File: src/rtl/nibble_serial_addsub_ctrl_if.sv
// Bundle between the ALU front-end, the nibble sequencer and the shared 4-bit add/sub unit.
// slave = sequencer side; master = front-end plus unit side.
interface nibble_serial_addsub_ctrl_if #(
  parameter int NIBBLES = 4
);
  localparam int W = 4 * NIBBLES;

  logic         start;
  logic         sel;
  logic [W-1:0] a;
  logic [W-1:0] b;
  logic         cin;
  logic         busy;
  logic         done;
  logic [W-1:0] result;
  logic         cout;
  logic         ovf;
  logic [3:0]   add_a;
  logic [3:0]   add_b;
  logic         add_cin;
  logic         add_sel;
  logic [3:0]   add_s;
  logic         add_cout;

  modport slave (
    input  start, sel, a, b, cin, add_s, add_cout,
    output busy, done, result, cout, ovf, add_a, add_b, add_cin, add_sel
  );

  modport master (
    output start, sel, a, b, cin, add_s, add_cout,
    input  busy, done, result, cout, ovf, add_a, add_b, add_cin, add_sel
  );
endinterface

File: src/rtl/nibble_serial_addsub_ctrl.sv
// Runs W-bit add/sub on a shared 4-bit unit, LSB nibble first; done NIBBLES+1 edges after start.
// No backpressure: start is taken only in IDLE/DONE and silently ignored while busy.
module nibble_serial_addsub_ctrl #(
  parameter int NIBBLES = 4
) (
  input  logic                          clk,
  input  logic                          rst_n,
  nibble_serial_addsub_ctrl_if.slave    bus
);
  localparam int W  = 4 * NIBBLES;
  localparam int IW = $clog2(NIBBLES);
  localparam logic [IW-1:0] LAST = IW'(NIBBLES - 1);

  typedef enum logic [1:0] {
    S_IDLE = 2'd0,
    S_RUN  = 2'd1,
    S_DONE = 2'd2
  } state_t;

  state_t        r_state;
  logic [IW-1:0] r_idx;
  logic          r_carry;
  logic [W-1:0]  r_a;
  logic [W-1:0]  r_b;
  logic          r_sel;
  logic [W-1:0]  r_result;
  logic          r_cout;
  logic          r_ovf;
  logic          r_done;

  logic          w_run;
  logic [IW+1:0] w_pos;
  logic [3:0]    w_a_nib;
  logic [3:0]    w_b_nib;
  logic          w_bm;
  logic          w_ovf;

  assign w_run   = (r_state == S_RUN);
  assign w_pos   = {r_idx, 2'b00};
  assign w_a_nib = r_a[w_pos +: 4];
  assign w_b_nib = r_b[w_pos +: 4];

  // Overflow uses the effective (possibly inverted) B sign bit, as the unit sees it.
  assign w_bm  = r_sel ? ~r_b[W-1] : r_b[W-1];
  assign w_ovf = (r_a[W-1] == w_bm) && (bus.add_s[3] != r_a[W-1]);

  assign bus.add_a   = w_run ? w_a_nib : 4'd0;
  assign bus.add_b   = w_run ? w_b_nib : 4'd0;
  assign bus.add_cin = w_run ? r_carry : 1'b0;
  assign bus.add_sel = w_run ? r_sel   : 1'b0;

  assign bus.busy   = w_run;
  assign bus.done   = r_done;
  assign bus.result = r_result;
  assign bus.cout   = r_cout;
  assign bus.ovf    = r_ovf;

  always_ff @(posedge clk or negedge rst_n) begin
    if (!rst_n) begin
      r_state  <= S_IDLE;
      r_idx    <= '0;
      r_carry  <= 1'b0;
      r_a      <= '0;
      r_b      <= '0;
      r_sel    <= 1'b0;
      r_result <= '0;
      r_cout   <= 1'b0;
      r_ovf    <= 1'b0;
      r_done   <= 1'b0;
    end else begin
      r_done <= 1'b0;
      case (r_state)
        S_RUN: begin
          r_result[w_pos +: 4] <= bus.add_s;
          r_carry              <= bus.add_cout;
          r_idx                <= r_idx + IW'(1);
          if (r_idx == LAST) begin
            r_state <= S_DONE;
            r_idx   <= '0;
            r_cout  <= bus.add_cout;
            r_ovf   <= w_ovf;
            r_done  <= 1'b1;
          end
        end
        default: begin
          // IDLE and DONE accept start identically, giving back-to-back issue from DONE.
          if (bus.start) begin
            r_state <= S_RUN;
            r_a     <= bus.a;
            r_b     <= bus.b;
            r_sel   <= bus.sel;
            r_idx   <= '0;
            r_carry <= bus.sel ? ~bus.cin : bus.cin;
          end else begin
            r_state <= S_IDLE;
          end
        end
      endcase
    end
  end
endmodule

File: src/flat_wrapper.sv
// flat-port wrapper written by rule: the top's interface ports become plain ports
module nibble_serial_addsub_ctrl_flat 
#(
  parameter int NIBBLES = 4
)
  (clk, rst_n, bus_start, bus_sel, bus_a, bus_b, bus_cin, bus_add_s, bus_add_cout, bus_busy, bus_done, bus_result, bus_cout, bus_ovf, bus_add_a, bus_add_b, bus_add_cin, bus_add_sel);
  nibble_serial_addsub_ctrl_if #(.NIBBLES(NIBBLES)) bus_i ();
  input  logic clk;
  input  logic rst_n;
  input wire logic [$bits(bus_i.start)-1:0] bus_start;
  input wire logic [$bits(bus_i.sel)-1:0] bus_sel;
  input wire logic [$bits(bus_i.a)-1:0] bus_a;
  input wire logic [$bits(bus_i.b)-1:0] bus_b;
  input wire logic [$bits(bus_i.cin)-1:0] bus_cin;
  input wire logic [$bits(bus_i.add_s)-1:0] bus_add_s;
  input wire logic [$bits(bus_i.add_cout)-1:0] bus_add_cout;
  output wire logic [$bits(bus_i.busy)-1:0] bus_busy;
  output wire logic [$bits(bus_i.done)-1:0] bus_done;
  output wire logic [$bits(bus_i.result)-1:0] bus_result;
  output wire logic [$bits(bus_i.cout)-1:0] bus_cout;
  output wire logic [$bits(bus_i.ovf)-1:0] bus_ovf;
  output wire logic [$bits(bus_i.add_a)-1:0] bus_add_a;
  output wire logic [$bits(bus_i.add_b)-1:0] bus_add_b;
  output wire logic [$bits(bus_i.add_cin)-1:0] bus_add_cin;
  output wire logic [$bits(bus_i.add_sel)-1:0] bus_add_sel;
  assign bus_i.start = bus_start;
  assign bus_i.sel = bus_sel;
  assign bus_i.a = bus_a;
  assign bus_i.b = bus_b;
  assign bus_i.cin = bus_cin;
  assign bus_i.add_s = bus_add_s;
  assign bus_i.add_cout = bus_add_cout;
  assign bus_busy = bus_i.busy;
  assign bus_done = bus_i.done;
  assign bus_result = bus_i.result;
  assign bus_cout = bus_i.cout;
  assign bus_ovf = bus_i.ovf;
  assign bus_add_a = bus_i.add_a;
  assign bus_add_b = bus_i.add_b;
  assign bus_add_cin = bus_i.add_cin;
  assign bus_add_sel = bus_i.add_sel;
  nibble_serial_addsub_ctrl #(.NIBBLES(NIBBLES)) u_core (.clk(clk), .rst_n(rst_n), .bus(bus_i));
endmodule
File: config.mk
export PLATFORM = sky130hd
export DESIGN_NAME = nibble_serial_addsub_ctrl_flat
export DESIGN_NICKNAME = d
export VERILOG_FILES = /design/src/rtl/nibble_serial_addsub_ctrl_if.sv /design/src/rtl/nibble_serial_addsub_ctrl.sv /design/src/flat_wrapper.sv
export SDC_FILE = /design/constraint.sdc
export NUM_CORES = 1
export LEC_CHECK = 0
export ABC_AREA = 1
export ABC_CLOCK_PERIOD_IN_PS = 1590
export BUFFER_PORTS_ARGS = -buffer_cell sky130_fd_sc_hd__buf_2
export CORE_ASPECT_RATIO = 2
export CORE_MARGIN = 5
export CORE_UTILIZATION = 29
export CTS_CLUSTER_DIAMETER = 30
export DETAILED_ROUTE_END_ITERATION = 12
export SYNTH_ARGS = -nofsm -noshare
export SYNTH_HDL_FRONTEND = slang
export SYNTH_SLANG_ARGS = --single-unit
File: constraint.sdc
create_clock -name clk -period 1.59 [get_ports clk]
set_input_delay 0.159 -clock clk [delete_from_list [all_inputs] [get_ports clk]]
set_output_delay 0.159 -clock clk [all_outputs]
set_load 0.005 [all_outputs]
# Word-level counts from Yosys, hierarchy flattened
# Cells that the tools add are included.
# op_classes
add_sub_neg,2
eq_ne,5
n_shift,4
muxes,17
n_bitwise,3
reduce_logical,4
# ops
operator,n
$shiftx A16 B5 Y4,2
$bwmux W16,1
$shift A4 B6 Y16 const A,1
$shiftx A4 B6 Y16,1
$mux W2,5
$mux W1,9
$mux W4,2
$neg A4 Y6,1
$reduce_and A2 Y1,2
$not A1 Y1,3
$add A2 B1 Y2 const B,1
$eq A2 B1 Y1 const B,1
$eq A2 B2 Y1 const B,1
$ne A2 B2 Y1 const B,1
$reduce_bool A2 Y1,1
$eq A1 B1 Y1,1
$logic_and A1 B1 Y1,1
$ne A1 B1 Y1,1
# totals
register_bits,57
inputBits,42
elab_cells,45

# Logic depth before layout (Yosys ltp)
# Gate-level depths: netlist of the first run.
# logic_depth
word_depth,4
ltp_mapped,9
depth_no_buf,7

# Worst setup path before layout of the first run
# OpenSTA, ideal clock, no wires.
# synth_timing
path_type,register to register
startpoint,register u_core.r_idx[1]
endpoint,"register u_core.r_result[12], in the netlist u_core.bus.result[12]"
setup_ns,0.065
t_arrival_ns,1.515
t_required_ns,1.525
slack_ns,0.010
stages_incl_launch_ff,9
n_path_buf,1
synth_period_minus_slack_ns,1.580
cell_sequence,dfrtp_1 -> clkinv_1 -> buf_2 -> ha_1 -> inv_1 -> nand2_1 -> nor2_8 -> nand2_1 -> nand2_1
# synth_between
elab_chain_len,3
word_cells_on_any_way,4
cone_classes,add/sub (1); shift (2); mux (1)
# synth_lines
item,line_no,text
"start, declared",nibble_serial_addsub_ctrl.sv:21,logic [IW-1:0] r_idx;
"start signal, assigned",nibble_serial_addsub_ctrl.sv:76,r_idx <= r_idx + IW'(1);
$neg A4 Y6 (*),nibble_serial_addsub_ctrl.sv:74,r_result[w_pos +: 4] <= bus.add_s;
$shiftx A4 B6 Y16 / $shift A4 B6 Y16 (equally long branches),nibble_serial_addsub_ctrl.sv:74,
$bwmux W16 (*),nibble_serial_addsub_ctrl.sv:74,
"end signal, assigned by index",nibble_serial_addsub_ctrl.sv:74,
"end, declared",nibble_serial_addsub_ctrl.sv:26,logic [W-1:0] r_result;
# Every way passes the cells marked *; elsewhere a longest branch is shown, timed or not.
# A chain may end at the register's enable or synchronous reset.

# Worst setup path after layout of the first run
# layout_timing
startpoint,register u_core.r_idx[0]
endpoint,output bus_add_b[3]
# layout_between
elab_chain_len,2
# layout_lines
item,line_no,text
$shiftx A16 B5 Y4,nibble_serial_addsub_ctrl.sv:41,assign w_b_nib = r_b[w_pos +: 4];
$mux W4,nibble_serial_addsub_ctrl.sv:48,assign bus.add_b = w_run ? w_b_nib : 4'd0;
"end, declared",flat_wrapper.sv:23,output wire logic [$bits(bus_i.add_b)-1:0] bus_add_b;
# No other way between the ends.

==> results of run 1 <==
==> area by class of cell <==
class | instances | area share
sequential | 57 | 0.374
multi-input combinational | 244 | 0.312
timing repair buffer | 84 | 0.129
clock buffer | 11 | 0.0662
tap | 132 | 0.0433
inverter | 42 | 0.0423
clock inverter | 5 | 0.0328
==> cells by family after synthesis <==
logic type               after synthesis  synth area share
buffers and inverters                 55            0.0915
adder cells (fa/ha/maj)                6            0.0266
AND/OR/NAND/NOR                      199             0.306
AO/OA/AOI/OAI                         37            0.0662
XOR/XNOR                               1           0.00311
flip-flops                            57             0.506
==> layer usage <==
metal / wire length (um) / track usage / part of all wire
met5: 0 / 0 / 0
met4: 174 / 0.0706 / 0.023
met3: 269 / 0.0333 / 0.036
met2: 4430 / 0.255 / 0.59
met1: 2690 / 0.138 / 0.36
==> worst max path at each step <==
stage / start / to
after global routing: u_core.r_idx[0] / bus_add_b[3]
final: u_core.r_idx[0] / bus_add_b[3]
after global placement: u_core.r_state[0] / u_core.r_sel
after CTS: u_core.r_idx[0] / bus_add_b[2]
after detailed placement: u_core.r_state[0] / u_core.r_b[2]
after floorplan: u_core.r_idx[1] / u_core.bus.result[12]
==> cell usage after synthesis, drive strengths merged <==
cell type	instances	area, sq um
a21oi	8	40.0
buf	13	97.6
clkinv	1	3.75
dfrtp	57	1430
ha	6	75.1
inv	41	156
nand2	151	599
nand3	17	90.1
nor2	31	174
o21ai	28	140
o22ai	1	6.26
xor2	1	8.76
==> flip-flops by register name, summed over array words and instances, names as in the netlist <==
register	count
u_core.bus.result	16
u_core.r_a	16
u_core.r_b	16
u_core.r_idx	2
u_core.r_state	2
u_core.bus.cout	1
u_core.bus.done	1
u_core.bus.ovf	1
u_core.r_carry	1
u_core.r_sel	1
==> power groups by stage <==
stage	sequential [mW]	combinational (mW)	clock (mW)
floorplan	2.43	2.30	0
global placement	2.45	3.31	0
detailed placement	2.47	3.36	0
CTS	2.47	3.58	2.47
global route	2.54	4.13	2.52
finish	2.46	3.65	2.41
==> per-stage QoR <==
stage,instances,worst slack (ns),util,cell area [sq um]
2_1_floorplan,355,0.0101,-,2820
3_3_place_gp,555,-0.166,0.345,3330
3_5_place_dp,555,-0.201,0.345,3330
4_1_cts,575,-0.00451,0.392,3780
5_1_grt,575,-0.129,0.396,3820
6_report,575,0.00403,0.396,3820
==> worst register-to-register path, cell delays in order (launching register included) <==
cell and delay [ns]:
dfrtp_1 0.36, clkinv_2 0.09, buf_4 0.15, ha_1 0.31, inv_1 0.13, nand2_1 0.11
nor2_4 0.13, nand3_1 0.09, nand2_1 0.07
==> what timing repair did <==
action	4_1_cts	5_1_grt
gates cloned	1	0
buffers inserted	2	0
hold buffers	1	0
setup endpoints to repair	42	14
gates resized for setup	12	11
pin swaps	1	0
hold endpoints to repair	9	0
==> results.cfg, run 1 <==
[outcome]
status = finished clean

[logic_synthesis]
ys_ff_latch = 57
ys_types = 23
yosysWarnings = 0
yosysSeqAreaShare = 0.506
syn_inst = 355
syn-mean-instance-area_sq_um = 7.94
synth_area_sq_um = 2820
synth_fp_nets = 403

[timing]
rsz0062_at_grt = yes
fin_crit_sh = 0.997
holdWs_ns = 0.0351
final.min_clock_period_ns = 1.59
hold_viol_final = 0
drv_slew = 0
tightest_slew_ns = 0.676
setup_viol = 0
slew_headroom = 0.548
skew_ns = 0.00366
fin_tns_setup_ns = 0
max_freq_mhz = 631

[critical_path]
r2r.worst_path.cells = 8
cp-start-kind = flop
crit_fanout = 7
critPathBufInv = 3
endpoint_kind = primary output
reg2reg_from = u_core.r_idx[1]
rrSetupSlack_ns = 0.09
worst-path-stages = 6
crit_path_cell_trace = inv_2, buf_4, nand2_1, nand3_1, a21oi_2, buf_2
cp_data_arrival_time_ns = 1.43
r2r-end = u_core.bus.result[0]
crit_path_max_incr_delay_ns = 0.41
slowest_stage = dfrtp_2
cp.required_ns = 1.43
path_delay_family = flip-flops
critPathKind = reg2out

[clock_network]
cts.clk_slew.worst_paths_ns = 0.05
cts_sinks = 57
numCtsBuffers = 9
clockRootBuffer = clkbuf_16
clkLatencyLatePin_ns = 0.33
cts_buffer_depth = 2
cts_htree_levels = 3
tritoncts = yes

[layout]
seqCellArea_sq_um = 1430
antenna_cells = 0
multi_input_area_sq_um = 1190
final_common_cell = nand2_1
syn_to_final_growth_pct = 35.4
drive_gt1_frac = 0.284
fillers = 1008
final_cell_mix = nand2_1 (148), buf_2 (71), dfrtp_1 (56)
nets = 486

[drt]
drc_errors = 0
ant_nets = 0
routed_wl_um = 7560
wl_per_cell_um = 13.1
first_pass_iters = 4
dr_total_vias = 2456
drt_iter0_drc = 69
vias_per_cell = 4.27

[power_and_ir_drop]
p_seq_frac = 0.289
leakagePower_nw = 2.09
power_density_nw_per_um2 = 2230
p_switching_mw = 3.18
pwr-share-comb = 0.428
switching_share = 0.374
total_power_mw = 8.52
pwr-share-clk = 0.283
intPower_mw = 5.34
ir_drop_v = 0.00106

[place]
numPortBuffers = 71
gp_congestion = 0.808
hpwlAfterDp_um = 5560

[worst_hold_path]
hold_path.class = in2reg
min_from = bus_b[8]
hold_depth = 3
hold_path_end = u_core.r_b[8]

[die]
die_y_um = 149
die-area_sq_um = 11900
core-area_sq_um = 9640
start_util = 0.292
die_x_um = 79.7
fp-row-count = 51
io-pin-count = 72

[global_route]
gr-usage-all-layers = 0.138
grt_overflow_total = 0
grt_pass1_vias = 2600
grt_max_degree = 31
antenna_found_initial = 0
grt_pass1_wl_um = 12300

[job]
cap_violations = 0
Power figures use the tool's default switching activity.
==> run 2: changes to the inputs <==
--- a/config.mk
+++ b/config.mk
@@ -13,6 +13,8 @@
 export CORE_UTILIZATION = 29
 export CTS_CLUSTER_DIAMETER = 30
 export DETAILED_ROUTE_END_ITERATION = 12
+export MAX_ROUTING_LAYER = met4
+export REMOVE_ABC_BUFFERS = 1
 export SYNTH_ARGS = -nofsm -noshare
 export SYNTH_HDL_FRONTEND = slang
 export SYNTH_SLANG_ARGS = --single-unit
==> results.cfg, run 2 (same netlist as run 1, synthesis figures left out) <==
[layout]
fillers = 992
syn_to_final_growth_pct = 34.9
final_cell_mix = nand2_1 (149), buf_2 (71), dfrtp_1 (56)
seqCellArea_sq_um = 1430
antenna_cells = 0
final_common_cell = nand2_1
multi_input_area_sq_um = 1180
utilization = 0.394
drive_gt1_frac = 0.279
nets = 484

[drt]
vias_per_cell = 4.28
routed_wl_um = 7330
wl_per_cell_um = 12.8
drc_errors = 0
ant_nets = 0
first_pass_iters = 5
dr_total_vias = 2454
drt_iter0_drc = 89

[clock_network]
numCtsBuffers = 9
cts_buffer_depth = 2
clkLatencyLatePin_ns = 0.32
tritoncts = yes
cts.clk_slew.worst_paths_ns = 0.05
clockRootBuffer = clkbuf_16
cts_sinks = 57
cts_htree_levels = 3

[die]
die_y_um = 149
core-area_sq_um = 9640
fp-row-count = 51
io-pin-count = 72
die-area_sq_um = 11900
start_util = 0.292
die_x_um = 79.7

[place]
hpwlAfterDp_um = 5180
numPortBuffers = 71
pre_cts_ws_ns = 0.171
gp_congestion = 0.828

[critical_path]
cp.required_ns = 1.43
crit_path_max_incr_delay_ns = 0.47
endpoint_kind = primary output
cp-start-kind = flop
crit_fanout = 13
crit_path_cell_trace = clkbuf_16, nand2_1, nand3_1, a21oi_2, buf_2
rrSetupSlack_ns = 0.04
critPathKind = reg2out
slowest_stage = dfrtp_2
cp_data_arrival_time_ns = 1.46

[power_and_ir_drop]
ir_drop_v = 0.000880
leakagePower_nw = 2.08
power_density_nw_per_um2 = 2180
p_seq_frac = 0.298
pwr-share-clk = 0.252
p_switching_mw = 3.20
switching_share = 0.386
intPower_mw = 5.09
pwr-share-comb = 0.450

[timing]
hold_viol_final = 0
setup_ws_ns = -0.0326
skew_ns = 0.00668
rsz0062_at_grt = yes
slew_headroom = 0.791
max_freq_mhz = 616
final.min_clock_period_ns = 1.62
drv_slew = 0
setup_viol = 2
tightest_slew_ns = 0.314
fin_crit_sh = 1.02

[global_route]
grt_overflow_total = 0
antenna_found_initial = 0
gr-usage-all-layers = 0.130
grt_max_degree = 61
grt_pass1_wl_um = 11600
grt_pass1_vias = 2569

[outcome]
status = complete, but fails checks
violations = setup timing

[job]
cap_violations = 0

[worst_hold_path]
hold_path.class = in2reg
## run 2: changes by cell type in the layout (fill, tap and decap cells not counted), moves of 2 or more
cell	before	now
bufinv_16	4	2
clkbuf_16	9	11
nand3_2	1	3
buf_12	2	4
nor2_4	5	3
inv_4	1	3
nor2_1	21	23
nand3_1	16	14
buf_4	8	5
## run 2: area by class of cell
class,count,area share
Sequential cell,57,0.376
Clock buffer,11,0.0665
Multi-Input combinational cell,243,0.310
Inverter,42,0.0435
Timing Repair Buffer,83,0.140
Tap cell,132,0.0435
Clock inverter,5,0.0204
## run 2: worst paths after layout
kind,start,end,depth (start not counted)
worst max register to register,u_core.r_idx[0],u_core.bus.result[13],7
min in group asynchronous,rst_n,u_core.bus.result[5],3
worst max-delay path,u_core.r_idx[0],bus_add_b[2],5
worst min register to register,u_core.r_a[8],u_core.r_a[8],2
worst min-delay path,bus_a[8],u_core.r_a[8],3
max in group asynchronous,rst_n,u_core.r_idx[0],3
## run 2: repair_timing
| action | 4_1_cts | 5_1_grt |
|---|---|---|
| setup endpoints to repair | 8 | 8 |
| pin swaps | 0 | 3 |
| hold endpoints to repair | 57 | 0 |
| hold buffers | 1 | 0 |
| buffers inserted | 2 | 0 |
| gates resized for setup | 12 | 10 |
| gates cloned | 0 | 2 |
## run 2: power groups by stage
stage	Sequential, mW	Combinational, mW	Clock [mW]
2_1_floorplan	2.49	2.03	0
3_3_place_gp	2.44	3.33	0
3_5_place_dp	2.47	3.38	0
4_1_cts	2.45	3.53	2.14
5_1_grt	2.54	4.23	2.19
6_report	2.47	3.73	2.09
## run 2: layer usage
metal	vias to the layer above	share of wire	track usage
li1	1242	-	-
met1	1127	0.38	0.137
met2	73	0.55	0.230
met3	12	0.050	0.0260
met4	0	0.019	0.0577
met5	-	0	-
## run 2: worst max-delay path: cells and delay by family (launching register included)
kind            cells  cell delay (ns)
flops               1             0.47
compound gates      1             0.17
simple gates        2             0.17
buf+inv             2             0.33
## run 2: per-stage QoR
stage / setup TNS, ns / total power [mW] / hold slack [ns] / cell area [sq um] / cells
final: -0.0348 / 8.29 / 0.0367 / 3800 / 573
after global routing: -0.679 / 8.95 / 0.0347 / 3800 / 573
after CTS: 0 / 8.12 / 0.0286 / 3710 / 571
after detailed placement: 0 / 5.84 / 0.187 / 3330 / 553
after global placement: 0 / 5.77 / 0.185 / 3330 / 553
after floorplan: -3.60 / 4.52 / -0.137 / 2720 / 342
